## src/rtl/param_pe_if.sv

```systemverilog
// param_pe_if
//   Channel bundle for the row-stationary processing element.
//   Carries the three input tile channels (filter, ifmap, ipsum) and the
//   opsum output channel, each as a data word with a valid/ready pair.
//   Ports (signals):
//     filter/ifmap/ipsum [DATA_W]   tile data words into the PE
//     *_valid / *_ready             handshake for each input channel
//     opsum [DATA_W]                accumulated psum out of the PE
//     opsum_valid / opsum_ready     handshake for the output channel
//   Modports: slave = PE side, master = producer/consumer side.
interface param_pe_if #(
    parameter int DATA_W = 32
);
    logic [DATA_W-1:0] filter;
    logic              filter_valid;
    logic              filter_ready;
    logic [DATA_W-1:0] ifmap;
    logic              ifmap_valid;
    logic              ifmap_ready;
    logic [DATA_W-1:0] ipsum;
    logic              ipsum_valid;
    logic              ipsum_ready;
    logic [DATA_W-1:0] opsum;
    logic              opsum_valid;
    logic              opsum_ready;

    modport slave (
        input  filter, filter_valid, ifmap, ifmap_valid, ipsum, ipsum_valid, opsum_ready,
        output filter_ready, ifmap_ready, ipsum_ready, opsum, opsum_valid
    );

    modport master (
        output filter, filter_valid, ifmap, ifmap_valid, ipsum, ipsum_valid, opsum_ready,
        input  filter_ready, ifmap_ready, ipsum_ready, opsum, opsum_valid
    );
endinterface

```

## src/rtl/param_pe.sv

```systemverilog
// param_pe
//   Parametrised row-stationary processing element. Loads a filter tile,
//   an ifmap window and initial psums, runs a standard or depthwise 1-D
//   convolution row with one MAC per cycle through a pipelined signed
//   multiplier, then streams the psums out under full backpressure.
//   Ports:
//     clk       clock
//     rst       synchronous active-high reset
//     PE_en     start pulse, sampled only in IDLE
//     i_config  {depthwise, rs_m1[1:0], reserved, p_m1[1:0], F_m1[4:0], q_m1[1:0]}
//     bus       param_pe_if.slave: filter/ifmap/ipsum inputs, opsum output
//   Build option:
//     PE_SAT_ACC_EN  when defined, accumulation saturates to the signed
//                    PSUM_W range instead of wrapping.
module param_pe #(
    parameter int DATA_W       = 32,
    parameter int ELEM_W       = 8,
    parameter int PSUM_W       = 32,
    parameter int MAX_P        = 4,
    parameter int MAX_RS       = 4,
    parameter int MUL_STAGES   = 2,
    parameter int IFMAP_OFFSET = 1
) (
    input  logic        clk,
    input  logic        rst,
    input  logic        PE_en,
    input  logic [12:0] i_config,
    param_pe_if.slave   bus
);
    localparam int LANES  = DATA_W / ELEM_W;
    localparam int PROD_W = 2 * ELEM_W;
    localparam int NPS    = (MAX_P > LANES) ? MAX_P : LANES;
    localparam int FDEPTH = MAX_P * MAX_RS;
    localparam int FA_W   = $clog2(FDEPTH);
    localparam logic [ELEM_W-1:0] X_MASK =
        (IFMAP_OFFSET != 0) ? {1'b1, {(ELEM_W-1){1'b0}}} : '0;

    typedef enum logic [2:0] {
        S_IDLE, S_LOAD_F, S_LOAD_I, S_LOAD_P, S_CONV, S_DRAIN, S_WRITE
    } state_t;

    state_t r_state, w_state_next;

    logic [12:0] r_cfg;
    logic [1:0]  r_k, r_r, r_c, r_idx;
    logic [2:0]  r_drain;
    logic [4:0]  r_col;

    logic [DATA_W-1:0]        r_fmem [FDEPTH];
    logic [DATA_W-1:0]        r_xmem [MAX_RS];
    logic signed [PSUM_W-1:0] r_psum [NPS];

    logic [MUL_STAGES-1:0]    r_pv;
    logic signed [PROD_W-1:0] r_prod [MUL_STAGES];
    logic [1:0]               r_pidx [MUL_STAGES];

    // Config fields
    logic       w_dw;
    logic [1:0] w_rs_m1, w_p_m1, w_q_m1, w_nout_m1;
    logic [4:0] w_f_m1;
    assign w_dw      = r_cfg[12];
    assign w_rs_m1   = r_cfg[11:10];
    assign w_p_m1    = r_cfg[8:7];
    assign w_f_m1    = r_cfg[6:2];
    assign w_q_m1    = r_cfg[1:0];
    assign w_nout_m1 = w_dw ? w_q_m1 : w_p_m1;

    // Reserved config bit and ipsum bits above PSUM_W carry no meaning.
    logic w_unused;
    assign w_unused = &{1'b0, r_cfg[9], bus.ipsum};

    // Handshakes are qualified by state so stray valids elsewhere do nothing.
    logic w_f_hs, w_i_hs, w_p_hs, w_o_hs;
    assign w_f_hs = bus.filter_valid && (r_state == S_LOAD_F);
    assign w_i_hs = bus.ifmap_valid  && (r_state == S_LOAD_I);
    assign w_p_hs = bus.ipsum_valid  && (r_state == S_LOAD_P);
    assign w_o_hs = bus.opsum_ready  && (r_state == S_WRITE);

    logic w_f_last, w_i_last, w_p_last, w_conv_last, w_drain_last, w_o_last;
    assign w_f_last     = (r_k == w_p_m1) && (r_r == w_rs_m1);
    // The first column fills the whole window; later columns slide it by one.
    assign w_i_last     = (r_col == 5'd0) ? (r_r == w_rs_m1) : 1'b1;
    assign w_p_last     = (r_idx == w_nout_m1);
    assign w_conv_last  = w_dw ? ((r_c == w_q_m1) && (r_r == w_rs_m1))
                               : ((r_k == w_p_m1) && (r_r == w_rs_m1) && (r_c == w_q_m1));
    assign w_drain_last = (r_drain == 3'(MUL_STAGES));
    assign w_o_last     = (r_idx == w_nout_m1);

    // Operand fetch for the MAC issued this cycle
    logic [1:0]               w_fk, w_idx;
    logic [FA_W-1:0]          w_f_addr, w_ld_addr;
    logic [DATA_W-1:0]        w_f_word, w_x_word, w_x_new;
    logic signed [ELEM_W-1:0] w_f_lane [LANES];
    logic signed [ELEM_W-1:0] w_x_lane [LANES];
    logic signed [PROD_W-1:0] w_mul;

    assign w_fk      = w_dw ? 2'd0 : r_k;
    assign w_idx     = w_dw ? r_c : r_k;
    assign w_f_addr  = FA_W'(w_fk) * FA_W'(MAX_RS) + FA_W'(r_r);
    assign w_ld_addr = FA_W'(r_k) * FA_W'(MAX_RS) + FA_W'(r_r);
    assign w_f_word  = r_fmem[w_f_addr];
    assign w_x_word  = r_xmem[r_r];

    for (genvar gi = 0; gi < LANES; gi++) begin : g_lane
        // Offset applied once at load so the spad holds signed elements.
        assign w_x_new[gi*ELEM_W +: ELEM_W] = bus.ifmap[gi*ELEM_W +: ELEM_W] ^ X_MASK;
        assign w_f_lane[gi] = w_f_word[gi*ELEM_W +: ELEM_W];
        assign w_x_lane[gi] = w_x_word[gi*ELEM_W +: ELEM_W];
    end

    assign w_mul = PROD_W'(w_f_lane[r_c]) * PROD_W'(w_x_lane[r_c]);

    // Read-modify-write accumulate from the final multiplier stage
    logic signed [PSUM_W-1:0] w_acc_a, w_prod_ext, w_acc;
    logic [PSUM_W:0]          w_sum_wide;
    assign w_acc_a    = r_psum[r_pidx[MUL_STAGES-1]];
    assign w_prod_ext = PSUM_W'(r_prod[MUL_STAGES-1]);
    assign w_sum_wide = {w_acc_a[PSUM_W-1], w_acc_a} + {w_prod_ext[PSUM_W-1], w_prod_ext};

`ifdef PE_SAT_ACC_EN
    localparam logic [PSUM_W-1:0] PS_MAX = {1'b0, {(PSUM_W-1){1'b1}}};
    localparam logic [PSUM_W-1:0] PS_MIN = {1'b1, {(PSUM_W-1){1'b0}}};
    // Overflow when the two top bits of the widened sum disagree.
    always_comb begin
        w_acc = w_sum_wide[PSUM_W-1:0];
        if (w_sum_wide[PSUM_W] != w_sum_wide[PSUM_W-1])
            w_acc = w_sum_wide[PSUM_W] ? PS_MIN : PS_MAX;
    end
`else
    assign w_acc = w_sum_wide[PSUM_W-1:0];
`endif

    // FSM: state register
    always_ff @(posedge clk) begin
        if (rst) r_state <= S_IDLE;
        else     r_state <= w_state_next;
    end

    // FSM: next state
    always_comb begin
        w_state_next = r_state;
        case (r_state)
            S_IDLE:   if (PE_en)                w_state_next = S_LOAD_F;
            S_LOAD_F: if (w_f_hs && w_f_last)   w_state_next = S_LOAD_I;
            S_LOAD_I: if (w_i_hs && w_i_last)   w_state_next = S_LOAD_P;
            S_LOAD_P: if (w_p_hs && w_p_last)   w_state_next = S_CONV;
            S_CONV:   if (w_conv_last)          w_state_next = S_DRAIN;
            S_DRAIN:  if (w_drain_last)         w_state_next = S_WRITE;
            S_WRITE:  if (w_o_hs && w_o_last)
                          w_state_next = (r_col == w_f_m1) ? S_IDLE : S_LOAD_I;
            default:                            w_state_next = S_IDLE;
        endcase
    end

    // FSM: outputs, all decoded from state
    always_comb begin
        bus.filter_ready = (r_state == S_LOAD_F);
        bus.ifmap_ready  = (r_state == S_LOAD_I);
        bus.ipsum_ready  = (r_state == S_LOAD_P);
        bus.opsum_valid  = (r_state == S_WRITE);
        bus.opsum        = (r_state == S_WRITE) ? DATA_W'(r_psum[r_idx]) : '0;
    end

    // Counters and config; every state returns its counters to zero on exit.
    always_ff @(posedge clk) begin
        if (rst) begin
            r_cfg <= '0; r_k <= '0; r_r <= '0; r_c <= '0;
            r_idx <= '0; r_drain <= '0; r_col <= '0;
        end else begin
            case (r_state)
                S_IDLE: if (PE_en) r_cfg <= i_config;
                S_LOAD_F: if (w_f_hs) begin
                    if (w_f_last) begin
                        r_k <= '0; r_r <= '0;
                    end else if (r_r == w_rs_m1) begin
                        r_r <= '0; r_k <= r_k + 2'd1;
                    end else begin
                        r_r <= r_r + 2'd1;
                    end
                end
                S_LOAD_I: if (w_i_hs) r_r <= w_i_last ? 2'd0 : r_r + 2'd1;
                S_LOAD_P: if (w_p_hs) r_idx <= w_p_last ? 2'd0 : r_idx + 2'd1;
                S_CONV: begin
                    if (w_conv_last) begin
                        r_k <= '0; r_r <= '0; r_c <= '0;
                    end else if (w_dw) begin
                        // depthwise: r inner, c outer
                        if (r_r == w_rs_m1) begin
                            r_r <= '0; r_c <= r_c + 2'd1;
                        end else begin
                            r_r <= r_r + 2'd1;
                        end
                    end else begin
                        // standard: c inner, r middle, k outer
                        if (r_c == w_q_m1) begin
                            r_c <= '0;
                            if (r_r == w_rs_m1) begin
                                r_r <= '0; r_k <= r_k + 2'd1;
                            end else begin
                                r_r <= r_r + 2'd1;
                            end
                        end else begin
                            r_c <= r_c + 2'd1;
                        end
                    end
                end
                S_DRAIN: r_drain <= w_drain_last ? 3'd0 : r_drain + 3'd1;
                S_WRITE: if (w_o_hs) begin
                    if (w_o_last) begin
                        r_idx <= '0;
                        r_col <= (r_col == w_f_m1) ? 5'd0 : r_col + 5'd1;
                    end else begin
                        r_idx <= r_idx + 2'd1;
                    end
                end
                default: ;
            endcase
        end
    end

    // Scratchpads: contents need no reset, they are always written before use.
    always_ff @(posedge clk) begin
        if (w_f_hs) r_fmem[w_ld_addr] <= bus.filter;
    end

    // Every ifmap beat shifts the window down and lands at row RS-1.
    always_ff @(posedge clk) begin
        if (w_i_hs) begin
            for (int i = 0; i < MAX_RS; i++) begin
                if (i == int'(w_rs_m1))  r_xmem[i] <= w_x_new;
                else if (i < MAX_RS - 1) r_xmem[i] <= r_xmem[(i < MAX_RS - 1) ? i + 1 : i];
            end
        end
    end

    always_ff @(posedge clk) begin
        if (w_p_hs)                      r_psum[r_idx] <= bus.ipsum[PSUM_W-1:0];
        else if (r_pv[MUL_STAGES-1])     r_psum[r_pidx[MUL_STAGES-1]] <= w_acc;
    end

    // Multiplier pipeline: valid bits reset so an aborted job leaves nothing behind.
    always_ff @(posedge clk) begin
        if (rst) begin
            r_pv <= '0;
        end else begin
            r_pv[0] <= (r_state == S_CONV);
            for (int i = 1; i < MUL_STAGES; i++) r_pv[i] <= r_pv[i-1];
        end
    end

    always_ff @(posedge clk) begin
        r_prod[0] <= w_mul;
        r_pidx[0] <= w_idx;
        for (int i = 1; i < MUL_STAGES; i++) begin
            r_prod[i] <= r_prod[i-1];
            r_pidx[i] <= r_pidx[i-1];
        end
    end
endmodule

```

## src/flat_wrapper.sv

```systemverilog
// flat-port wrapper written by rule: the top's interface ports become plain ports
module param_pe_flat 
#(
    parameter int DATA_W       = 32,
    parameter int ELEM_W       = 8,
    parameter int PSUM_W       = 32,
    parameter int MAX_P        = 4,
    parameter int MAX_RS       = 4,
    parameter int MUL_STAGES   = 2,
    parameter int IFMAP_OFFSET = 1
)
  (clk, rst, PE_en, i_config, bus_filter, bus_filter_valid, bus_ifmap, bus_ifmap_valid, bus_ipsum, bus_ipsum_valid, bus_opsum_ready, bus_filter_ready, bus_ifmap_ready, bus_ipsum_ready, bus_opsum, bus_opsum_valid);
  param_pe_if #(.DATA_W(DATA_W)) bus_i ();
  input  logic clk;
  input  logic rst;
  input  logic PE_en;
  input  logic [12:0] i_config;
  input wire logic [$bits(bus_i.filter)-1:0] bus_filter;
  input wire logic [$bits(bus_i.filter_valid)-1:0] bus_filter_valid;
  input wire logic [$bits(bus_i.ifmap)-1:0] bus_ifmap;
  input wire logic [$bits(bus_i.ifmap_valid)-1:0] bus_ifmap_valid;
  input wire logic [$bits(bus_i.ipsum)-1:0] bus_ipsum;
  input wire logic [$bits(bus_i.ipsum_valid)-1:0] bus_ipsum_valid;
  input wire logic [$bits(bus_i.opsum_ready)-1:0] bus_opsum_ready;
  output wire logic [$bits(bus_i.filter_ready)-1:0] bus_filter_ready;
  output wire logic [$bits(bus_i.ifmap_ready)-1:0] bus_ifmap_ready;
  output wire logic [$bits(bus_i.ipsum_ready)-1:0] bus_ipsum_ready;
  output wire logic [$bits(bus_i.opsum)-1:0] bus_opsum;
  output wire logic [$bits(bus_i.opsum_valid)-1:0] bus_opsum_valid;
  assign bus_i.filter = bus_filter;
  assign bus_i.filter_valid = bus_filter_valid;
  assign bus_i.ifmap = bus_ifmap;
  assign bus_i.ifmap_valid = bus_ifmap_valid;
  assign bus_i.ipsum = bus_ipsum;
  assign bus_i.ipsum_valid = bus_ipsum_valid;
  assign bus_i.opsum_ready = bus_opsum_ready;
  assign bus_filter_ready = bus_i.filter_ready;
  assign bus_ifmap_ready = bus_i.ifmap_ready;
  assign bus_ipsum_ready = bus_i.ipsum_ready;
  assign bus_opsum = bus_i.opsum;
  assign bus_opsum_valid = bus_i.opsum_valid;
  param_pe #(.DATA_W(DATA_W), .ELEM_W(ELEM_W), .PSUM_W(PSUM_W), .MAX_P(MAX_P), .MAX_RS(MAX_RS), .MUL_STAGES(MUL_STAGES), .IFMAP_OFFSET(IFMAP_OFFSET)) u_core (.clk(clk), .rst(rst), .PE_en(PE_en), .i_config(i_config), .bus(bus_i));
endmodule
```

## config.mk

```make
export PLATFORM = sky130hd
export DESIGN_NAME = param_pe_flat
export DESIGN_NICKNAME = d
export VERILOG_FILES = /design/src/rtl/param_pe_if.sv /design/src/rtl/param_pe.sv /design/src/flat_wrapper.sv
export SDC_FILE = /design/constraint.sdc
export NUM_CORES = 1
export LEC_CHECK = 0
export CAP_MARGIN = 20
export CORE_ASPECT_RATIO = 0.6
export CORE_UTILIZATION = 55
export DETAILED_ROUTE_END_ITERATION = 10
export PLACE_DENSITY = 0.73
export REMOVE_ABC_BUFFERS = 1
export SLEW_MARGIN = 20
export SYNTH_ARGS = -nofsm -noshare
export SYNTH_HDL_FRONTEND = slang
export SYNTH_SLANG_ARGS = --single-unit
```

## constraint.sdc

```tcl
create_clock -name clk -period 8.72 [get_ports clk]
set_input_delay 1.308 -clock clk [delete_from_list [all_inputs] [get_ports clk]]
set_output_delay 1.308 -clock clk [all_outputs]
set_load 0.01 [all_outputs]
```

==> impl_metrics.env, run 1 <==
export IMPL_outcome="completed"
export IMPL_max_freq_mhz=133
export IMPL_viasPerCell=6.22
export IMPL_intPower_w=0.00874
export IMPL_synth_async_reset_ratio_pct=0
export IMPL_hold_violations=0
export IMPL_clkLatencyLatePin_ns=0.67
export IMPL_p_sw_share_pct=33.4
export IMPL_maxCapViolCount=0
export IMPL_cts_root_buf="clkbuf_16"
export IMPL_drive_above_1_share_pct=21.0
export IMPL_slew_violations=0
export IMPL_synth_edf_count=768
export IMPL_cts_resized=0
export IMPL_cp_max_fo=63
export IMPL_wl_per_cell_um=25.2
export IMPL_ys_ff_latch=841
export IMPL_vdd_drop_max_mv=0.549
export IMPL_required_ns=9.21
export IMPL_vias=21300
export IMPL_grt_usage_pct=24.7
export IMPL_die_x_um=344
export IMPL_antenna_found_initial=5
export IMPL_rsz0062_at_grt="no"
export IMPL_critPathSlowestCell="dfxtp_4"
export IMPL_synth_top_area_cell="edfxtp_1"
export IMPL_cts_tree="done"
export IMPL_seq_power_share_pct=36.7
export IMPL_leakage_nw=14.8
export IMPL_finClkSkew_ns=0.0496
export IMPL_dieArea_um2=71100
export IMPL_top_level_ports=152
export IMPL_finalCritPeriodShare_pct=86.2
export IMPL_place_gp_congestion=0.944
export IMPL_io_buffers=150
export IMPL_hold_buffers=0
export IMPL_max_slew_margin_pct=25.7
export IMPL_fp_dieH_um=207
export IMPL_startpoint_type="flip-flop"
export IMPL_avgSynthCellArea_um2=16.8
export IMPL_finalPower_w=0.0131
export IMPL_fin_area_um2=43500
export IMPL_yosys_top_cells_area="edfxtp_1 60%, mux4_2 14%, dfxtp_1 3.8%, fa_1 2.9%, mux2_2 2.5%"
export IMPL_drc=0
export IMPL_synth_top_area_share_pct=59.9
export IMPL_yosys_most_used_dff="edfxtp_1"
export IMPL_fin_tns_setup_ns=0
export IMPL_rows=74
export IMPL_area_delta_synth_final_pct=13.1
export IMPL_grt_first_pass_wirelength_um=129000
export IMPL_yosysUniqueCellTypes=65
export IMPL_powerDensity_nw_per_um2=302
export IMPL_n_fill_cell=4687
export IMPL_routed_wirelength_um=86300
export IMPL_ant_nets=0
export IMPL_hold_path_class="flip-flop to flip-flop"
export IMPL_setup_viol=0
export IMPL_dp_hpwl_um=52300
export IMPL_layout_common_cells="768 x edfxtp_1, 234 x mux4_2, 154 x nand2_1"
export IMPL_cts_sinks=841
export IMPL_htreeDepth=3
export IMPL_clockBufferDepth=3
export IMPL_grt_pass1_vias=21300
export IMPL_final_nets=2690
export IMPL_design_core_area_um2=68600
export IMPL_overflow=0
export IMPL_first_iter_violations=2213
export IMPL_switching_power_w=0.00439
export IMPL_critical_path_arrival_ns=8.01
export IMPL_synthesis_instances=2292
export IMPL_place_area_um2=41100
export IMPL_worstMarginPinSlew_ns=1.11
export IMPL_grt_max_degree=70
export IMPL_post_cts_buffers=0
export IMPL_numCtsBuffers=75
export IMPL_worstPathCellList="buf_4, mux4_2, and2_1, a211oi_1, a311oi_1, a211oi_1, a21oi_2, and2_1, fa_1, fa_1, inv_1, fa_1, fa_1, inv_1, ha_1, nor2b_1, o21ai_0, a21boi_0, o21ai_0, a21boi_0, o21ai_0, nor2b_1, o211ai_1"
export IMPL_critPathMaxStageDelay_ns=0.99
export IMPL_p_comb_share_pct=37.9
export IMPL_cp_end_kind="flip-flop"
export IMPL_yosysSeqAreaShare_pct=63.7
export IMPL_r2r_slack_ns=1.20
export IMPL_drt_first_pass_iters=5
export IMPL_min_period_ns=7.52
export IMPL_crit_type="flip-flop to flip-flop"
export IMPL_final_common_cell="edfxtp_1"
export IMPL_synth_warnings=0
export IMPL_start_util_pct=56.1
export IMPL_synth_area_um2=38500
export IMPL_clkTransAtPathRegs_ns=0.07
export IMPL_crit_path_frequent_cell="fa_1"
export IMPL_p_clk_share_pct=25.3
export IMPL_finish_utilization_pct=63.5
worst max-delay path: cells and delay by family (launching register included):
| kind | cells | cell delay (ns) |
|---|---|---|
| muxes | 1 | 0.37 |
| AOI/OAI and AO/OA | 10 | 2.18 |
| adders and majority gates | 5 | 2.22 |
| DFF | 1 | 0.99 |
| buffers and inverters | 3 | 0.71 |
| and+or+nand+nor | 4 | 0.84 |
sequential cells by signal, indices dropped and copies added, names as in the netlist, 3 cells and up, named ones only:
signal,cells
u_core.r_fmem,512
u_core.r_cfg,12
u_core.r_psum,128
u_core.r_state,3
u_core.r_pidx,4
u_core.r_prod,32
u_core.r_col,5
u_core.r_xmem,128
u_core.r_drain,3
per-stage QoR:
step | hold slack, ns | instances | setup slack (ns)
after floorplan | 0.310 | 2173 | -2.11
after global placement | 0.314 | 3283 | 1.47
after detailed placement | 0.315 | 3283 | 1.32
after CTS | 0.328 | 3419 | 1.23
after global routing | 0.334 | 3421 | 0.767
final | 0.327 | 3423 | 1.20
per-layer routing:
layer | GRT usage (%) | up-vias | wire length (um)
met5 | 0 | - | 10
met4 | 6.25 | 2 | 1650
met3 | 4.24 | 124 | 6690
met2 | 38.8 | 856 | 40500
met1 | 36.3 | 11100 | 37500
li1 | - | 9266 | -
kinds of logic (layout without fill, tap and decap cells):
group	after synthesis	count (layout)	synth area share, %
buffers and inverters	229	444	2.58
xor gates and xnor gates	54	54	1.23
muxes	365	365	17.6
and+or+nand+nor	441	441	5.73
adders and majority gates	126	126	5.19
AOI/OAI and AO/OA	236	236	3.97
DFF	841	841	63.7
other	0	4	0
synthesized netlist by cell type, drive strengths merged (32+ instances only):
cell type and n:
inv 110, buf 53, and3 58, a211oi 32, o21ai 47, fa 56
mux4 239, clkbuf 66, edfxtp 768, mux2 86, nor2 66, ha 70
dfxtp 73, and2 62, nand2 155, a21oi 70, mux2i 40
final cells by class:
cell class              count  area (um2)  area share, %
inverters                 110         413          0.948
clock buffers              89        1960           4.50
diodes                      4        10.0         0.0230
well taps                 912        1140           2.62
multi-input cells        1222       13100           30.1
flip-flops and latches    841       24500           56.4
clock inverters            47         485           1.11
repair buffers            198        1870           4.30
path summary, 6_finish.rpt:
kind	start	to	cells past startpoint
max reg2reg	u_core.r_r[1]	u_core.r_prod[0][14]	23
max	u_core.r_r[1]	u_core.r_prod[0][14]	23
min reg2reg	u_core.r_prod[0][15]	u_core.r_prod[0][31]	0
min	u_core.r_prod[0][15]	u_core.r_prod[0][31]	0
power groups by stage:
stage | sequential [W] | clock [W] | combinational [W]
6_report | 0.00483 | 0.00333 | 0.00498
5_1_grt | 0.00485 | 0.00352 | 0.00559
4_1_cts | 0.00483 | 0.00337 | 0.00499
3_5_place_dp | 0.00491 | 0 | 0.00492
3_3_place_gp | 0.00490 | 0 | 0.00475
2_1_floorplan | 0.00491 | 0 | 0.00379
Note: power is estimated with default switching activity, not from simulation.
==> run 2: changes to the inputs <==
--- a/config.mk
+++ b/config.mk
@@ -5,10 +5,10 @@
 export SDC_FILE = /design/constraint.sdc
 export NUM_CORES = 1
 export LEC_CHECK = 0
-export CAP_MARGIN = 20
 export CORE_ASPECT_RATIO = 0.6
 export CORE_UTILIZATION = 55
 export DETAILED_ROUTE_END_ITERATION = 10
+export GPL_ROUTABILITY_DRIVEN = 1
 export PLACE_DENSITY = 0.73
 export REMOVE_ABC_BUFFERS = 1
 export SLEW_MARGIN = 20
==> results of run 2 <==
Same layout as run 1: the final DEF is identical, and so are final timing and power.
